`config.mk`:
```
export PLATFORM = sky130hd
export DESIGN_NAME = gmii_video_depacketizer
export DESIGN_NICKNAME = d
export VERILOG_FILES = /design/src/rtl/gmii_video_depacketizer.sv
export SDC_FILE = /design/constraint.sdc
export NUM_CORES = 1
export LEC_CHECK = 0
export CAP_MARGIN = 15
export CORE_ASPECT_RATIO = 0.9
export CORE_MARGIN = 1
export CORE_UTILIZATION = 60
export DETAILED_ROUTE_END_ITERATION = 16
export DONT_BUFFER_PORTS = 1
export PLACE_DENSITY_LB_ADDON = 0.2
export RECOVER_POWER = 50
export SYNTH_ARGS = -nofsm -noshare
export SYNTH_HDL_FRONTEND = slang
export SYNTH_SLANG_ARGS = --single-unit
```
`constraint.sdc`:
```
create_clock -name i_clk_125M -period 2.82 [get_ports i_clk_125M]
set_input_delay 0.282 -clock i_clk_125M [delete_from_list [all_inputs] [get_ports i_clk_125M]]
set_output_delay 0.282 -clock i_clk_125M [all_outputs]
set_load 0.05 [all_outputs]
```
`src/rtl/gmii_video_depacketizer.sv`:
```
// GMII receive-side video depacketizer: parses a fixed video header and packs
// each {G, B} payload byte pair with the frame's block/line tag into a FIFO word.
module gmii_video_depacketizer #(
    parameter logic [15:0] ETHERTYPE = 16'h88B5,
    parameter logic [10:0] PIXELS    = 11'd640
) (
    input  logic        i_clk_125M,
    input  logic        i_rst_n,
    input  logic [7:0]  i_rxd,
    input  logic        i_rx_dv,
    input  logic        i_rx_er,
    input  logic        i_fifo_full,
    output logic [28:0] o_fifo_din,
    output logic        o_fifo_wr,
    output logic [15:0] o_frame_cnt,
    output logic [15:0] o_drop_cnt,
    output logic        o_overflow
);

    typedef enum logic [2:0] {
        StIdle, StPreamble, StMacHdr, StVidHdr, StPixel, StTail, StDrop
    } state_t;

    state_t      r_state, w_state_d;
    logic        r_dv_prev;
    logic [10:0] r_cnt;      // MAC/video header byte index, or pixel index
    logic        r_odd;      // next payload byte is B
    logic [7:0]  r_eth_hi;
    logic [7:0]  r_g;
    logic [1:0]  r_x;
    logic [10:0] r_y;

    logic w_video;           // ethertype has matched and frame not yet complete
    logic w_drop_evt;
    logic w_pix_done;
    logic w_last_pix;

    assign w_video = (r_state == StVidHdr) || (r_state == StPixel);

    // State register.
    always_ff @(posedge i_clk_125M) begin
        if (!i_rst_n) r_state <= StIdle;
        else          r_state <= w_state_d;
    end

    // Next-state decode and per-cycle events.
    always_comb begin
        w_state_d  = r_state;
        w_drop_evt = 1'b0;
        w_pix_done = 1'b0;
        w_last_pix = 1'b0;
        case (r_state)
            StIdle: begin
                if (i_rx_dv && !r_dv_prev) w_state_d = StPreamble;
            end
            StDrop: begin
                if (!i_rx_dv) w_state_d = StIdle;
            end
            default: begin
                if (i_rx_dv && i_rx_er) begin
                    w_state_d  = StDrop;
                    w_drop_evt = w_video;
                end else if (!i_rx_dv) begin
                    w_state_d  = StIdle;
                    w_drop_evt = w_video;
                end else begin
                    case (r_state)
                        StPreamble: begin
                            if (i_rxd == 8'hD5)      w_state_d = StMacHdr;
                            else if (i_rxd != 8'h55) w_state_d = StDrop;
                        end
                        StMacHdr: begin
                            if (r_cnt == 11'd13) begin
                                w_state_d = ({r_eth_hi, i_rxd} == ETHERTYPE) ? StVidHdr : StDrop;
                            end
                        end
                        StVidHdr: begin
                            if (r_cnt == 11'd1) w_state_d = StPixel;
                        end
                        StPixel: begin
                            if (r_odd) begin
                                w_pix_done = 1'b1;
                                if (r_cnt == PIXELS - 11'd1) begin
                                    w_last_pix = 1'b1;
                                    w_state_d  = StTail;
                                end
                            end
                        end
                        default: ;
                    endcase
                end
            end
        endcase
    end

    // Byte counters, header capture, FIFO write and statistics.
    always_ff @(posedge i_clk_125M) begin
        if (!i_rst_n) begin
            r_dv_prev   <= 1'b1;
            r_cnt       <= '0;
            r_odd       <= 1'b0;
            r_eth_hi    <= '0;
            r_g         <= '0;
            r_x         <= '0;
            r_y         <= '0;
            o_fifo_din  <= '0;
            o_fifo_wr   <= 1'b0;
            o_frame_cnt <= '0;
            o_drop_cnt  <= '0;
            o_overflow  <= 1'b0;
        end else begin
            r_dv_prev <= i_rx_dv;
            o_fifo_wr <= 1'b0;

            if (w_state_d != r_state) begin
                r_cnt <= '0;
                r_odd <= 1'b0;
            end else if (r_state == StMacHdr || r_state == StVidHdr) begin
                r_cnt <= r_cnt + 11'd1;
            end else if (r_state == StPixel) begin
                r_odd <= ~r_odd;
                if (r_odd) r_cnt <= r_cnt + 11'd1;
            end

            if (r_state == StMacHdr && r_cnt == 11'd12) r_eth_hi <= i_rxd;
            if (r_state == StVidHdr && r_cnt == 11'd0) begin
                r_x        <= i_rxd[4:3];
                r_y[10:8]  <= i_rxd[2:0];
            end
            if (r_state == StVidHdr && r_cnt == 11'd1) r_y[7:0] <= i_rxd;
            if (r_state == StPixel && !r_odd) r_g <= i_rxd;

            if (w_pix_done) begin
                if (!i_fifo_full) begin
                    o_fifo_din <= {r_x, r_y, r_g, i_rxd};
                    o_fifo_wr  <= 1'b1;
                end else begin
                    o_overflow <= 1'b1;
                end
            end
            if (w_last_pix) o_frame_cnt <= o_frame_cnt + 16'd1;
            if (w_drop_evt && o_drop_cnt != 16'hFFFF) o_drop_cnt <= o_drop_cnt + 16'd1;
        end
    end

endmodule

```
Word level (Yosys, flattened, before mapping):

Index checks and enable logic that the tools add are counted.
Widths: inputs -> output; s select.

* register bits after elaboration: 108
* latch bits: 0
* memory bits (writable): 0
* ROM bits: 0
* input bits: 13
* output and inout port bits: 63
* logic and storage cells: 88
* memories: 0

* add/sub/neg operators: 3
* multipliers: 0
* div/mod/pow operators: 0
* $lt $le $gt $ge: 0
* equal/unequal tests: 14
* shift operators: 0
* mux-type cells: 31
* bitwise gates (word level): 4
* reduce and logical (&&, ||, !) cells: 22

Operators with widths (count)
* $mux 11: 3
* $mux 3: 11
* $add 16x1->16 const B: 2
* $eq 11x4->1 const B: 2
* $eq 16x16->1 const B: 1
* $ne 16x16->1 const B: 1
* $mux 1: 15
* $pmux 3 s4: 1
* $add 11x1->11 const B: 1
* $eq 11x1->1 const B: 1
* $eq 11x10->1 const B: 1
* $logic_not 11->1: 1
* $reduce_and 2->1: 5
* $eq 8x8->1 const B: 1
* $ne 8x7->1 const B: 1
* $logic_and 1x1->1: 7
* $eq 3x2->1 const B: 2
* $eq 3x3->1 const B: 2
* $pmux 3 s2: 1
* $not 1->1: 4
* $reduce_bool 2->1: 2
* $reduce_or 2->1: 2
* $eq 3x1->1 const B: 1
* $logic_not 3->1: 1
* 3 further kinds: 5

Logic depth before layout (Yosys ltp):

Gate-level depths: netlist of run 1.

* depth in word-level cells: 9
* mapped depth: 9
* mapped depth without buffers: 7

Worst setup path before layout of run 1:

OpenSTA, ideal clock, no wires.

* kind: register to register
* from: register r_cnt[1]
* to: register r_odd
* library setup time: 0.140 ns
* data arrival time: 2.103 ns
* required time: 2.680 ns
* path slack: 0.576 ns
* cell stages (with the launch flop): 9
* buffers on the path: 1
* clock period less this slack: 2.244 ns
* path through: dfxtp_1 inv_1 ha_1 or4b_2 nor4_1 a21bo_2 o211ai_1 buf_2 a221oi_1

* longest elaborated chain between the ends: 9
* elaborated cells on any way between the ends: 13
* those cells by class: eq/ne (4); mux (8); reduce/logical (1)

RTL lines
* start: declaration: line 26 `logic [10:0] r_cnt;`
* start signal: assignment: line 119 `r_cnt <= r_cnt + 11'd1;`
* start signal: assignment: line 122 `if (r_odd) r_cnt <= r_cnt + 11'd1;`
* $eq 11x10->1: line 83 `if (r_cnt == PIXELS - 11'd1) begin`
* $mux 3: line 83
* $mux 3: line 81 `if (r_odd) begin`
* $pmux 3 s4 *: line 67 `case (r_state)`
* $mux 3 *: line 63 `end else if (!i_rx_dv) begin`
* $mux 3 *: line 60 `if (i_rx_dv && i_rx_er) begin`
* $pmux 3 s2 *: line 52 `case (r_state)`
* $ne 3x3->1 *: line 115 `if (w_state_d != r_state) begin`
* $reduce_or 2->1 (no source line) *
* end signal: assignment: line 121 `r_odd <= ~r_odd;`
* end: declaration: line 27 `logic r_odd;`

Every way passes the cells marked *; elsewhere a longest branch is shown, timed or not.
A chain may end at the register's enable or synchronous reset.

Worst setup path after layout of run 1:

* from: register o_drop_cnt[0]
* to: register o_drop_cnt[9]

* longest elaborated chain between the ends: 2
* elaborated cells on any way between the ends: 3
* those cells by class: add/sub (1); eq/ne (1); reduce/logical (1)

RTL lines
* start: declaration: line 16 `output logic [15:0] o_drop_cnt,`
* start signal: assignment: line 142 `if (w_drop_evt && o_drop_cnt != 16'hFFFF) o_drop_cnt <= o_drop_cnt + 16'd1;`
* parallel branches: the longest is 2 deep, another holds $add 16x1->16

Several ways; the timed one is not identified.

==> results of run 1 <==
[layer usage]
layer | up-vias | track usage [%] | routed length (um)
li1 | 2037 | - | -
met1 | 1949 | 34.16 | 4673
met2 | 137 | 45.39 | 5278
met3 | 12 | 7.895 | 759
met4 | 0 | 6.377 | 109
met5 | - | 0 | 0
[synth_stat cells (all sizes together), types with 10 or more instances]
| cell type | count | share of area [%] |
|---|---|---|
| dfxtp | 108 | 45 |
| nand2 | 107 | 8.5 |
| a21oi | 57 | 6.0 |
| nor2 | 52 | 4.1 |
| clkbuf | 23 | 1.8 |
| xnor2 | 23 | 4.2 |
| mux2i | 19 | 4.0 |
| o21ai | 19 | 2.0 |
| nand3 | 17 | 1.8 |
| a211oi | 15 | 2.5 |
| nor3 | 13 | 1.5 |
| inv | 12 | 0.94 |
| nor4 | 12 | 1.7 |
| nand4 | 10 | 1.4 |
[flip-flops by register name, summed over array words and instances (netlist names)]
| register | flops |
|---|---|
| o_frame_cnt | 16 |
| o_fifo_wr | 1 |
| r_cnt | 11 |
| r_g | 8 |
| r_x | 2 |
| r_odd | 1 |
| r_y | 11 |
| o_overflow | 1 |
| o_fifo_din | 29 |
| r_dv_prev | 1 |
| r_state | 3 |
| o_drop_cnt | 16 |
| r_eth_hi | 8 |
[power breakdown]
group | switching, mW | internal [mW]
Sequential | 0.00677 | 1.53
Clock | 0.561 | 0.372
Combinational | 0.0604 | 0.0301
Total | 0.628 | 1.93
[what timing repair did]
item | in CTS | in global routing
resized for setup | 0 | 1
hold endpoints to repair | 1 | 1
hold buffers | 1 | 1
setup endpoints to repair | 0 | 12
[area by class of cell]
| cell class | instances | area, um2 |
|---|---|---|
| clock inverters | 6 | 65.06 |
| flip-flops and latches | 108 | 2162 |
| repair buffers | 32 | 167.7 |
| clock buffers | 10 | 137.6 |
| fillers | 663 | 2479 |
| well taps | 96 | 120.1 |
| inverters | 12 | 45.04 |
| multi-input cells | 423 | 2444 |
[critical path: cells and delay by family, from the launching register on]
family	cells	cell delay, ps
AND/OR/NAND/NOR	2	640
buffers and inverters	1	560
adder cells (fa/ha/maj)	1	360
AO/OA/AOI/OAI	3	650
flip-flops	1	320
[final timing paths]
path,end,from
worst min register to register,o_fifo_din[28],r_x[1]
worst max-delay path,o_drop_cnt[9],o_drop_cnt[0]
worst max register to register,o_drop_cnt[9],o_drop_cnt[0]
worst min-delay path,r_eth_hi[3],i_rxd[3]
[kinds of logic after synthesis]
group                      Yosys count
DFF                                108
AOI/OAI and AO/OA                  117
adders and majority gates            5
and+or+nand+nor                    255
muxes                               19
xor gates and xnor gates            27
buffers and inverters               43
[through the flow]
stage	worst slack (ps)	cells	power, mW
finish	247.0	687	2.560
global route	49.33	687	2.655
CTS	219.4	686	2.581
detailed placement	262.1	669	1.659
global placement	440.6	669	1.656
floorplan	576.5	574	1.642
==> run metrics, run 1 <==
pin count of the biggest net entering global routing 72; # port buffers 0; Max Fanout on Critical Path 7; DP HPWL approximately 7.5 mm; Worst EP arrival 2890 ps; Final GP Congestion 0.8565; drt total wl between 10 and 15 mm; ys flop type dfxtp_1; Tcrit/Tclk final roughly nine tenths; Synth-to-Final Area Change 7.369%; overall fraction of global-route tracks in use 27.06%; most common cell after layout, fill and taps aside dfxtp_1; Tmin final 2573 ps; Reg clk slew, reported paths about 110 ps; drt drc 0; Finished Cell Area just over 5000 um2; Static Leakage between 1.5 and 2 nW; Post-Synth Adder-Cell Area 1.307%; WHS between 30 and 40 ps; maximum clock frequency around 390 MHz; Slew HR ~34%; status complete, no violations; max incr delay on CP 570 ps; Final Hold Viols 0; XOR/XNOR Fraction of Synth Area roughly 4.9%; Slew Limit Fails 0; DRT iter0 DRCs 222; Synth cell types about 60; TritonCTS Buffers 9; initial core utilization 62.84%; Final setup viols 0; Ys Warns 0; syn_area_per_cell approximately 8.3 um2; TNS Setup 0 ps; antenna diode count 0; root buf cell clkbuf_8; Hold Crit Depth 2; via density per instance 6.019; mux cell area share after synthesis between 3 and 4%; CP startpoint kind register; Syn Inst Count approximately 570; Nets just over 600; Worst Path Class, Setup reg -> reg; Slowest-stage cell, CP nor3_1; share of cells above drive strength 1 ~6.3%; CTS tree built; CTS Sinks around 110; Synth Net Count 592; Die H slightly below 90 um; share of flip-flops with an asynchronous set or reset 0%; main combinational cell family by area after synthesis simple AND/OR/NAND/NOR gates; postcts setup bufs 0; FP Rows 30; most frequent cells in the layout dfxtp_1 (108), nand2_1 (106), a21oi_1 (57); Clock Skew roughly 14 ps; EDFF count, synth 0; Skew-Pair Late Insertion Delay approximately 370 ps; initial antenna violation count 0; DP Area 5010 um2; Final ANT Viol Nets 0; power density over the cells 498.0 nW/um2; Worst Max-Slew Pin Slew 982.8 ps; setup slack, reg-to-reg 250 ps; simple logic cell fraction of the synthesized area roughly 26%; drt first pass iters 5; deepest clock path buffer count 2; Die W around 96 um; Core Util, Final 67.47%; CP required between 3000 and 4000 ps; VDD IR-drop max around 0.44 mV; boundary pin count 76; MaxCap Viol Count 0; FF+latch count, synth 108; die area 8342 um2; post-DR wirelength/cell ~16 um; hold crit path type in -> reg; Post-Syn Area 4788 um2; register area share after synthesis 45.15%; H-tree depth 3; number of global-route vias before repair approximately 3800; endpoint class of the critical path register; first-pass GRT wire length approximately 18 mm; RSZ-0062 raised after global routing false; Worst Reg-to-Reg Cells 7; Core Region 7620 um2; total global routing overflow 0; vias ~4100; crit path cell chain clkbuf_1, ha_1, nand2_1, nor3_1, a211oi_2, a211oi_1, a31o_2; compound-gate portion of the synthesized area 14.97%
Note: power is estimated with default switching activity, not from simulation.
==> run 2: changes to the inputs <==
Settings changed: CORE_ASPECT_RATIO 0.9 to unset, GPL_TIMING_DRIVEN set to 0.
==> run 2 against run 1 <==
Effect of this change: clock power grew 10%; clock-buffer cell count shrank 1; non-clock buffer count is the same; critical path depth grew 1; die area is essentially flat; sequential power is essentially flat; design area grew 0.15%; clock skew shrank 4.1 ps; first-iteration DRC count grew 28%; total power grew 4.3%.
==> run metrics, run 2 (same netlist as run 1, synthesis figures left out) <==
CP startpoint kind register; Final GP Congestion between 0.8 and 0.9; Final Worst Setup Slack a little over 100 ps; Worst Reg-to-Reg Cells 8; via density per instance approximately 6; DRT iter0 DRCs about 280; Clock Skew 9.716 ps; antenna diode count 0; TritonCTS Buffers 9; FP Rows 32; root buf cell clkbuf_8; power density over the cells between 500 and 600 nW/um2; Setup WS pre-CTS between 200 and 250 ps; total global routing overflow 0; vias approximately 4200; number of global-route vias before repair ~3800; post-CTS sizing 0; status complete, no violations; hold crit path type in -> reg; deepest clock path buffer count 2; drt drc 0; most common cell after layout, fill and taps aside dfxtp_1; Core Region slightly below 8000 um2; Final setup viols 0; first-pass GRT wire length between 15 and 20 mm; Slew HR roughly a third; drt total wl 10.95 mm; most frequent cells in the layout dfxtp_1 (108), nand2_1 (107), a21oi_1 (57); Synth-to-Final Area Change 7.526%; share of cells above drive strength 1 6.261%; initial antenna violation count 0; Worst Setup SP r_cnt[1]; CTS Sinks 108; clock share of power 38.7%; Worst Path Class, Setup reg -> reg; CTS tree built; endpoint class of the critical path register; Die H roughly 91 um; DP HPWL 7.849 mm; Tot Pwr between 2 and 3 mW; Multi-input gate area ~2400 um2; Finished Layout Cells approximately 690; Worst Max-Slew Pin Slew between 1000 and 1500 ps; Final Hold Viols 0; Final ANT Viol Nets 0; initial core utilization between 60% and 70%; reg2reg start r_cnt[1]; Slew Limit Fails 0; Core Util, Final between 60% and 70%; pin count of the biggest net entering global routing 22; boundary pin count 76; maximum clock frequency around 370 MHz; RSZ-0062 raised after global routing false; Skew-Pair Late Insertion Delay roughly 380 ps; TNS Setup 0 ps; Nets just over 600; crit path capture r_cnt[9]; Sw Ratio 25.07%; CP required 3060 ps; fill count 668; Worst EP arrival roughly 3000 ps; register area 2162 um2; Max Fanout on Critical Path 10; # port buffers 0; Largest Register o_fifo_din; Reg clk slew, reported paths 110 ps; post-DR wirelength/cell ~16 um; largest registers o_fifo_din x29, o_drop_cnt x16, o_frame_cnt x16; Tmin final 2718 ps; capture instance of the worst register-to-register path r_cnt[9]; die area about 8300 um2; Internal 2.001 mW; Die W 91.34 um; Comb pwr share approximately 3.7%; Static Leakage 1.672 nW; max FFs per register 29; overall fraction of global-route tracks in use 26.99%; MaxCap Viol Count 0; Reg power frac about 58%; Psw approximately 0.67 mW; Tcrit/Tclk final 96.38%; Placed Cells a little under 700; H-tree depth 3; setup slack, reg-to-reg between 100 and 150 ps; drt first pass iters 5; VDD IR-drop max between 0.2 and 0.25 mV
run 2: worst min-delay path by stage:
stage                        start           to  slack, ps  cells past startpoint
after floorplan            i_rx_dv    r_dv_prev        380                      1
after global placement     i_rx_dv    r_dv_prev        380                      1
after detailed placement   i_rx_dv    r_dv_prev        390                      1
after CTS                 i_rxd[6]  r_eth_hi[6]         10                      2
after global routing      i_rxd[6]  r_eth_hi[6]         10                      2
final                     i_rxd[6]  r_eth_hi[6]         30                      2
run 2: stage by stage:
stage	cell area, um2	hold WS (ps)
after CTS	5156	14.77
after floorplan	4788	383.5
after global routing	5149	13.70
final	5149	25.24
after detailed placement	4916	387.6
after global placement	4916	384.7
run 2: critical path, cell delays in order, from the launching register on:
cell	delay [ps]
dfxtp_1	380
inv_1	90
ha_1	160
or4b_2	610
nor4_1	410
a21bo_2	290
o211ai_1	260
buf_2	300
a211oi_1	80
run 2: power groups by stage:
stage	logic, mW	registers [mW]	clock network, mW
floorplan	0.0719	1.57	0
global placement	0.0935	1.57	0
detailed placement	0.0956	1.57	0
CTS	0.0970	1.54	1.04
global route	0.107	1.54	1.10
finish	0.0981	1.54	1.03
run 2: repair_timing:
action	4_1_cts	5_1_grt
endpoints found under the setup margin	0	0
hold buffers	1	0
hold endpoints to repair	1	0
setup buffers	0	0
run 2: cell type report:
class                           instances  share of cell area (%)
Buffer                                 31                   2.697
Clock buffer                            9                   2.406
Multi-Input combinational cell        423                   47.29
Clock inverter                          7                   2.066
Tap cell                              102                   2.479
Timing Repair Buffer                    1                  0.1944
Inverter                               12                  0.8748
Sequential cell                       108                   41.99
run 2: metal layers:
metal	global-route usage [%]	up-vias	routed length (um)
met5	0	-	0
li1	-	2034	-
met3	6.449	24	702
met4	10.58	0	252
met2	43.94	147	5222
met1	34.55	1973	4770
==> run 3: changes to the inputs <==
Settings changed: RECOVER_POWER 50 to unset, SLEW_MARGIN set to 20.
==> run 3 against run 2 <==
Effect of this change: routed wire length fell by 0.15%; non-clock buffer count did not move; design area rose by 0.15%; final cell count did not move; worst hold slack barely moved; die area did not move; worst setup slack improved by 2.7 ps; critical endpoint unchanged; highest routed layer unchanged.
==> run metrics, run 3 (same netlist as run 1, synthesis figures left out) <==
Die H ~91 um; DP HPWL between 7 and 8 mm; Static Leakage ~1.7 nW; endpoint class of the critical path register; Finished Cell Area between 5000 and 6000 um2; Worst Reg-to-Reg Cells 8; Tmin final roughly 2700 ps; MaxCap Viol Count 0; Finished Layout Cells approximately 690; HP Start i_rxd[6]; FP Rows 32; Reg clk slew, reported paths between 100 and 150 ps; Die W approximately 91 um; Synth-to-Final Area Change 7.682%; Skew-Pair Late Insertion Delay ~380 ps; Tcrit/Tclk final between 90% and 100%; CP required just over 3000 ps; DP Area 4916 um2; total global routing overflow 0; initial core utilization ~62%; TNS Setup 0 ps; DRT iter0 DRCs around 270; Worst Path Class, Setup reg -> reg; CTS tree built; antenna diode count 0; first-pass GRT wire length approximately 18 mm; CTS Sinks approximately 110; reg2reg start r_cnt[1]; most frequent cells in the layout dfxtp_1 (108), nand2_1 (106), a21oi_1 (57); Final ANT Viol Nets 0; drt total wl 10.93 mm; Worst EP arrival approximately 3000 ps; RSZ-0062 raised after global routing false; Nets between 600 and 700; post-DR wirelength/cell between 15 and 20 um; power density over the cells roughly 520 nW/um2; via density per instance between 6 and 7; Slew Limit Fails 0; CP startpoint kind register; postcts setup bufs 0; H-tree depth 3; TritonCTS Buffers 9; deepest clock path buffer count 2; Slowest-stage cell, CP or4b_2; maximum clock frequency ~370 MHz; drt drc 0; most common cell after layout, fill and taps aside dfxtp_1; boundary pin count 76; capture instance of the worst register-to-register path r_cnt[9]; Setup WS pre-CTS between 200 and 250 ps; Slew HR between 30% and 40%; Largest Register o_fifo_din; root buf cell clkbuf_8; Core Region 7727 um2; max incr delay on CP between 600 and 700 ps; crit path cell chain inv_1, ha_1, or4b_2, nor4_1, a21bo_2, o211ai_1, buf_2, a211oi_1; Placed Cells between 600 and 700; drt first pass iters 6; number of global-route vias before repair about 3800; fill count ~670; Final setup viols 0; Worst Max-Slew Pin Slew 997.4 ps; initial antenna violation count 0; VDD IR-drop max between 0.2 and 0.25 mV; Max Fanout on Critical Path 10; post-CTS sizing 0; share of cells above drive strength 1 under 10%; status complete, no violations; largest registers o_fifo_din x29, o_drop_cnt x16, o_frame_cnt x16; pin count of the biggest net entering global routing 22; overall fraction of global-route tracks in use approximately 27%; setup slack, reg-to-reg ~100 ps; hold crit path type in -> reg; max FFs per register 29; Final GP Congestion 0.8771; Final Hold Viols 0; die area 8342 um2; Final Worst Setup Slack approximately 100 ps; number of hold buffers added after cts 1; vias around 4200; Clock Skew between 10 and 15 ps; # port buffers 0; Hold Crit Depth 2; worst min-delay path endpoint r_eth_hi[6]
## run 3: critical path: cells and delay by family, from the launching register on
kind,cells,cell delay (ps)
and+or+nand+nor,2,1030
AOI/OAI and AO/OA,3,630
buffers and inverters,2,390
DFF,1,370
adders and majority gates,1,160
## run 3: metal layers
| metal | global-route usage (%) | share of wire [%] |
|---|---|---|
| met1 | 34.55 | 44 |
| met2 | 43.94 | 48 |
| met3 | 6.449 | 6.1 |
| met4 | 10.58 | 2.2 |
| met5 | 0 | 0 |
## run 3: metrics by stage
step	hold WS (ps)	util [%]	total power, mW
5_1_grt	13.70	66.73	2.750
4_1_cts	14.77	66.73	2.676
6_report	24.94	66.73	2.669
3_5_place_dp	387.6	63.62	1.668
2_1_floorplan	383.5	-	1.642
3_3_place_gp	384.7	63.62	1.665
## run 3: layout make-up
type	count	area, um2	share of cell area (%)
clock inverter	7	106.4	2.063
sequential	108	2162	41.93
inverter	12	45.04	0.8736
multi-input combinational	423	2442	47.37
clock buffer	9	123.9	2.402
buffer	31	138.9	2.694
tap	102	127.6	2.475
timing repair buffer	1	10.01	0.1941
## run 3: worst max path at each step
| stage | startpoint | to | slack (ps) | depth (start not counted) |
|---|---|---|---|---|
| 6_report | r_cnt[1] | r_cnt[9] | 100 | 8 |
| 5_1_grt | r_cnt[1] | r_cnt[9] | 40 | 8 |
| 4_1_cts | r_cnt[1] | r_cnt[3] | 160 | 8 |
| 3_5_place_dp | r_cnt[1] | r_cnt[6] | 210 | 8 |
| 3_3_place_gp | r_cnt[1] | r_cnt[3] | 220 | 8 |
| 2_1_floorplan | r_cnt[1] | r_odd | 580 | 8 |
## run 3: power breakdown
group,leakage [nW],internal [mW],switching (mW)
Sequential,0.870,1.53,0.00698
Combinational,0.705,0.0300,0.0687
Clock,0.110,0.440,0.592
